--- config.mk ---
export PLATFORM = sky130hd
export DESIGN_NAME = bus_matrix_elastic_buffer
export DESIGN_NICKNAME = d
export VERILOG_FILES = /design/src/rtl/bus_matrix_pkg.sv /design/src/rtl/bus_matrix_elastic_buffer.sv
export SDC_FILE = /design/constraint.sdc
export NUM_CORES = 1
export LEC_CHECK = 0
export CAP_MARGIN = 20
export CORE_UTILIZATION = 47
export CTS_CLUSTER_DIAMETER = 150
export DETAILED_ROUTE_END_ITERATION = 16
export DONT_BUFFER_PORTS = 1
export SYNTH_ARGS = -nofsm -noshare
export SYNTH_HDL_FRONTEND = slang
export SYNTH_SLANG_ARGS = --single-unit
--- constraint.sdc ---
create_clock -name clk -period 2.8 [get_ports clk]
set_clock_uncertainty 0.2 [all_clocks]
set_input_delay 0.56 -clock clk [delete_from_list [all_inputs] [get_ports clk]]
set_output_delay 0.56 -clock clk [all_outputs]
set_load 0.01 [all_outputs]
--- src/rtl/bus_matrix_pkg.sv ---
// Shared sizing helpers for bus matrix buffering blocks.
// Used to size counters and pointers and to validate parameters at elaboration.
package bus_matrix_pkg;

  localparam int BM_MIN_DEPTH = 2;

  // Width needed to hold an occupancy of 0..depth inclusive.
  function automatic int count_width(input int depth);
    return $clog2(depth + 1);
  endfunction

  function automatic int ptr_width(input int depth);
    return (depth <= 2) ? 1 : $clog2(depth);
  endfunction

  function automatic bit params_ok(input int depth, input int afull_level);
    return (depth >= BM_MIN_DEPTH) && (afull_level >= 1) && (afull_level <= depth);
  endfunction

endpackage

--- src/rtl/bus_matrix_elastic_buffer.sv ---
// Fully registered circular-buffer elastic stage for valid/ready channels.
// All outputs derive from flops only; depth need not be a power of two.
module bus_matrix_elastic_buffer
  import bus_matrix_pkg::*;
#(
  parameter int WIDTH       = 32,
  parameter int DEPTH       = 2,
  parameter int AFULL_LEVEL = DEPTH - 1
) (
  input  logic                            clk,
  input  logic                            rst_n,
  input  logic                            flush_i,
  input  logic [WIDTH-1:0]                data_i,
  input  logic                            valid_i,
  output logic                            ready_o,
  output logic [WIDTH-1:0]                data_o,
  output logic                            valid_o,
  input  logic                            ready_i,
  output logic [$clog2(DEPTH+1)-1:0]      level_o,
  output logic                            almost_full_o
);

  localparam int CW = count_width(DEPTH);
  localparam int PW = ptr_width(DEPTH);

  if (!params_ok(DEPTH, AFULL_LEVEL)) begin : g_param_err
    $error("bus_matrix_elastic_buffer: DEPTH must be >= 2 and AFULL_LEVEL within 1..DEPTH");
  end

  logic [WIDTH-1:0] mem_q [DEPTH];
  logic [PW-1:0]    wr_ptr_q, wr_ptr_d;
  logic [PW-1:0]    rd_ptr_q, rd_ptr_d;
  logic [CW-1:0]    count_q, count_d;
  logic             ready_q, ready_d;
  logic             valid_q, valid_d;
  logic             afull_q, afull_d;
  logic             push, pop;

  // Wrap by explicit compare so non-power-of-two depths work.
  function automatic logic [PW-1:0] ptr_inc(input logic [PW-1:0] ptr);
    return (ptr == PW'(DEPTH - 1)) ? '0 : ptr + PW'(1);
  endfunction

  assign push = valid_i & ready_q;
  assign pop  = valid_q & ready_i;

  always_comb begin
    wr_ptr_d = wr_ptr_q;
    rd_ptr_d = rd_ptr_q;
    count_d  = count_q;
    if (flush_i) begin
      wr_ptr_d = '0;
      rd_ptr_d = '0;
      count_d  = '0;
    end else begin
      if (push) wr_ptr_d = ptr_inc(wr_ptr_q);
      if (pop)  rd_ptr_d = ptr_inc(rd_ptr_q);
      count_d = count_q + CW'(push) - CW'(pop);
    end
    ready_d = (count_d < CW'(DEPTH));
    valid_d = (count_d != '0);
    afull_d = (count_d >= CW'(AFULL_LEVEL));
  end

  // Storage is deliberately left out of reset; only control state clears.
  always_ff @(posedge clk or negedge rst_n) begin
    if (!rst_n) begin
      wr_ptr_q <= '0;
      rd_ptr_q <= '0;
      count_q  <= '0;
      ready_q  <= 1'b1;
      valid_q  <= 1'b0;
      afull_q  <= 1'b0;
    end else begin
      if (push && !flush_i) mem_q[wr_ptr_q] <= data_i;
      wr_ptr_q <= wr_ptr_d;
      rd_ptr_q <= rd_ptr_d;
      count_q  <= count_d;
      ready_q  <= ready_d;
      valid_q  <= valid_d;
      afull_q  <= afull_d;
    end
  end

  assign ready_o       = ready_q;
  assign valid_o       = valid_q;
  assign data_o        = valid_q ? mem_q[rd_ptr_q] : '0;
  assign level_o       = count_q;
  assign almost_full_o = afull_q;

endmodule

==> run_summary.xml <==
<?xml version="1.0" encoding="UTF-8"?>
<metrics>
  <group name="status">
    <metric name="run_status" unit="">completed</metric>
  </group>
  <group name="routing">
    <metric name="antenna_left" unit="">0</metric>
    <metric name="first_pass_iters" unit="">4</metric>
    <metric name="via_count" unit="">1294</metric>
    <metric name="detail_route.wirelength" unit="µm">4344</metric>
    <metric name="detail_route.drc_violations" unit="">0</metric>
    <metric name="post_drt_wl_per_cell" unit="µm">17.45</metric>
    <metric name="avgViaCountPerCell" unit="">5.197</metric>
    <metric name="detail_route.iter0.violations" unit="">47</metric>
  </group>
  <group name="clock_network">
    <metric name="worstSkewPairLatency" unit="ns">0.33</metric>
    <metric name="clock_buffers_created_by_tritoncts" unit="">9</metric>
    <metric name="clkTransAtPathRegs" unit="ns">0.07</metric>
    <metric name="tritoncts" unit="">built</metric>
    <metric name="tritoncts_num_sinks" unit="">70</metric>
    <metric name="post_cts.resized_instances" unit="">0</metric>
    <metric name="cts.htree.levels" unit="">3</metric>
    <metric name="post_cts.repair.setup_buffers" unit="">0</metric>
    <metric name="clockBufferDepth" unit="">2</metric>
    <metric name="ctsRootBufferMaster" unit="">clkbuf_8</metric>
  </group>
  <group name="critical_path">
    <metric name="critical_path_buf_inv_count" unit="">1</metric>
    <metric name="cp_slowest_stage_delay" unit="ns">0.64</metric>
    <metric name="timing.critical_path.slowest_stage_cell" unit="">dfrtp_2</metric>
    <metric name="timing.critical_path.depth" unit="">3</metric>
    <metric name="endpoint_kind" unit="">primary output</metric>
    <metric name="path_class" unit="">reg -&gt; out</metric>
    <metric name="cp_cell_sequence" unit="">buf_12 -&gt; mux2i_1 -&gt; nor2b_1</metric>
    <metric name="r2r_cells" unit="">3</metric>
    <metric name="crit_path_start_kind" unit="">flop</metric>
    <metric name="signal_arrival_time_at_the_worst_endpoint" unit="ns">1.57</metric>
    <metric name="worst_path_dominant_cell_family" unit="">flip-flops</metric>
    <metric name="critical_path_peak_fanout" unit="">21</metric>
    <metric name="required" unit="ns">2.04</metric>
  </group>
  <group name="layout">
    <metric name="layout_area_overhead" unit="%">10.87</metric>
    <metric name="post_route_cells_drive_above_1_share" unit="%">14.12</metric>
    <metric name="fin_cells" unit="">249</metric>
    <metric name="layout.cells.most_common_list" unit="">64 x edfxtp_1, 32 x mux2i_1, 32 x nor2b_1</metric>
    <metric name="fin_nets" unit="">211</metric>
    <metric name="final_util" unit="%">55.40</metric>
    <metric name="layout_commonest_cell" unit="">edfxtp_1</metric>
    <metric name="antenna_cells_inserted" unit="">0</metric>
  </group>
  <group name="place">
    <metric name="finalWeightedCongestion" unit="">0.6593</metric>
    <metric name="dp_hpwl" unit="µm">3040</metric>
    <metric name="post-place-cells" unit="">232</metric>
    <metric name="placement.io_buffers" unit="">0</metric>
  </group>
  <group name="floorplanning">
    <metric name="dieWidth" unit="µm">79.45</metric>
    <metric name="total_die_area" unit="mm²">0.006312</metric>
    <metric name="io_pins" unit="">74</metric>
    <metric name="core_area" unit="mm²">0.005642</metric>
    <metric name="placementRows" unit="">27</metric>
    <metric name="die_h" unit="µm">79.45</metric>
    <metric name="floorplan.initialDensity" unit="%">49.97</metric>
  </group>
  <group name="logic_synthesis">
    <metric name="post-synth-top-area-fraction" unit="%">68.18</metric>
    <metric name="synth_top_cell_by_area" unit="">edfxtp_1</metric>
    <metric name="netlist-cell-type-count" unit="">22</metric>
    <metric name="ys_dominant_reg_cell" unit="">edfxtp_1</metric>
    <metric name="yosys_warnings" unit="">0</metric>
    <metric name="asyncSetResetFlopFracSynth" unit="%">8.571</metric>
    <metric name="synth_area_per_cell" unit="µm²">17.29</metric>
    <metric name="synthesized_flop_and_latch_total" unit="">70</metric>
    <metric name="synth.cell_area" unit="mm²">0.002819</metric>
    <metric name="post_synth_inst_count" unit="">163</metric>
    <metric name="mappedNetlistNets" unit="">202</metric>
    <metric name="yosysSeqAreaShare" unit="%">73.55</metric>
    <metric name="synth-edff-count" unit="">64</metric>
    <metric name="synth.area.top_cells" unit="">edfxtp_1 68%, mux2i_1 11%, nor2b_1 7.1%</metric>
  </group>
  <group name="run">
    <metric name="timing.max_cap.violations" unit="">0</metric>
  </group>
  <group name="sta">
    <metric name="tightestPinTransition" unit="ns">0.4479</metric>
    <metric name="achievable-frequency" unit="MHz">429.0</metric>
    <metric name="grt_setup_unrepaired" unit="">false</metric>
    <metric name="finalHoldWorstSlack" unit="ns">0.07291</metric>
    <metric name="setup_viol_count_final" unit="">0</metric>
    <metric name="final.setup.tns" unit="ns">0</metric>
    <metric name="layout_worst_path_cycle_share" unit="%">83.26</metric>
    <metric name="finalWorstPathRequiredPeriod" unit="ns">2.331</metric>
    <metric name="total_count_of_hold_check_failures_in_the_final_report" unit="">0</metric>
    <metric name="worst_slew_margin_rel" unit="%">70.07</metric>
    <metric name="report.final.slew_viol_count" unit="">0</metric>
  </group>
  <group name="power">
    <metric name="ir_worst_vdd" unit="V">0.0003643</metric>
    <metric name="report.power.total" unit="mW">2.556</metric>
    <metric name="power_leakage" unit="nW">1.015</metric>
    <metric name="power_density" unit="mW/mm²">817.7</metric>
  </group>
  <group name="global_routing">
    <metric name="groute.usage.overall" unit="%">14.98</metric>
    <metric name="grt_start_max_net_pins" unit="">24</metric>
    <metric name="wire_length_of_the_first_global_routing_pass" unit="µm">6658</metric>
    <metric name="vias_in_the_first_global_route" unit="">1361</metric>
    <metric name="antenna_found_initial" unit="">0</metric>
    <metric name="grt-ovfl-total" unit="">0</metric>
  </group>
  <group name="worst_hold_path">
    <metric name="timing.hold.worst.class" unit="">in -&gt; reg</metric>
    <metric name="min_delay_path_depth" unit="">1</metric>
  </group>
</metrics>
[worst register-to-register path, stage by stage, from the launching register on]
cell and delay [ns]:
dfstp_2 0.59, nand4b_1 0.24, nor2_4 0.43, buf_12 0.23
[final timing paths]
| check | start | to | slack, ns |
|---|---|---|---|
| setup reg to reg | ready_o$_DFF_PN1_ | mem_q[1][2]$_DFFE_PP_ | 0.81 |
| hold / removal | flush_i | rd_ptr_q$_DFFE_PN0P_ | 0.07 |
| max in group asynchronous | rst_n | ready_o$_DFF_PN1_ | 1.79 |
| setup / recovery | rd_ptr_q$_DFFE_PN0P_ | data_o[20] | 0.47 |
| min in group asynchronous | rst_n | almost_full_o$_DFF_PN0_ | 0.34 |
| hold reg to reg | ready_o$_DFF_PN1_ | wr_ptr_q$_DFFE_PN0P_ | 0.39 |
[kinds of logic (layout without fill, tap and decap cells)]
logic type / after synthesis / count (layout) / share of synthesized area, %
buffers and inverters: 11 / 25 / 2.974
XOR/XNOR: 1 / 1 / 0.7989
multiplexers: 32 / 32 / 11.36
AO/OA/AOI/OAI: 5 / 5 / 1.376
adder cells (fa/ha/maj): 2 / 2 / 0.8876
flip-flops: 70 / 70 / 73.55
AND/OR/NAND/NOR: 42 / 42 / 9.054
[through the flow]
step                      worst slack [ns]  area (µm²)
after floorplan                    0.07178        2819
after global placement              0.7980        2928
after detailed placement            0.7524        2928
after CTS                           0.4236        3126
after global routing                0.3734        3126
final                               0.4689        3126
[layout make-up]
class	count	area (µm²)
flip-flops and latches	70	2074
inverters	3	11.26
clock buffers	9	123.9
multi-input cells	82	676.9
well taps	72	90.09
clock inverters	7	63.81
repair buffers	6	85.08
fillers	442	2516
[routing by layer]
layer / share of wire (%) / GRT usage (%)
met2: 51 / 24.02
met1: 36 / 15.63
met5: 0 / 0
met4: 2.0 / 9.273
met3: 11 / 7.429
[cell usage after synthesis (2+ instances only)]
library cell	number
clkbuf_1	3
buf_6	3
ha_1	2
nor2_1	4
nand3b_1	2
inv_1	3
mux2i_1	32
dfrtp_1	5
nor2b_1	32
edfxtp_1	64
a21oi_1	2
[repair_timing]
action | in CTS | in global routing
hold endpoints to repair | 6 | 0
setup endpoints to repair | 0 | 0
hold buffers | 1 | 0
[power breakdown]
| group | switching [mW] | leakage, nW | internal, mW |
|---|---|---|---|
| Sequential | 0.0585 | 0.655 | 1.21 |
| Combinational | 0.297 | 0.266 | 0.230 |
| Clock | 0.352 | 0.0945 | 0.405 |
| Total | 0.707 | 1.02 | 1.85 |
[flip-flops by register name (all words and copies together), names as in the netlist]
name           flops
almost_full_o      1
wr_ptr_q           1
ready_o            1
level_o            2
rd_ptr_q           1
mem_q             64
No activity file was read; power rests on OpenSTA's default activity.
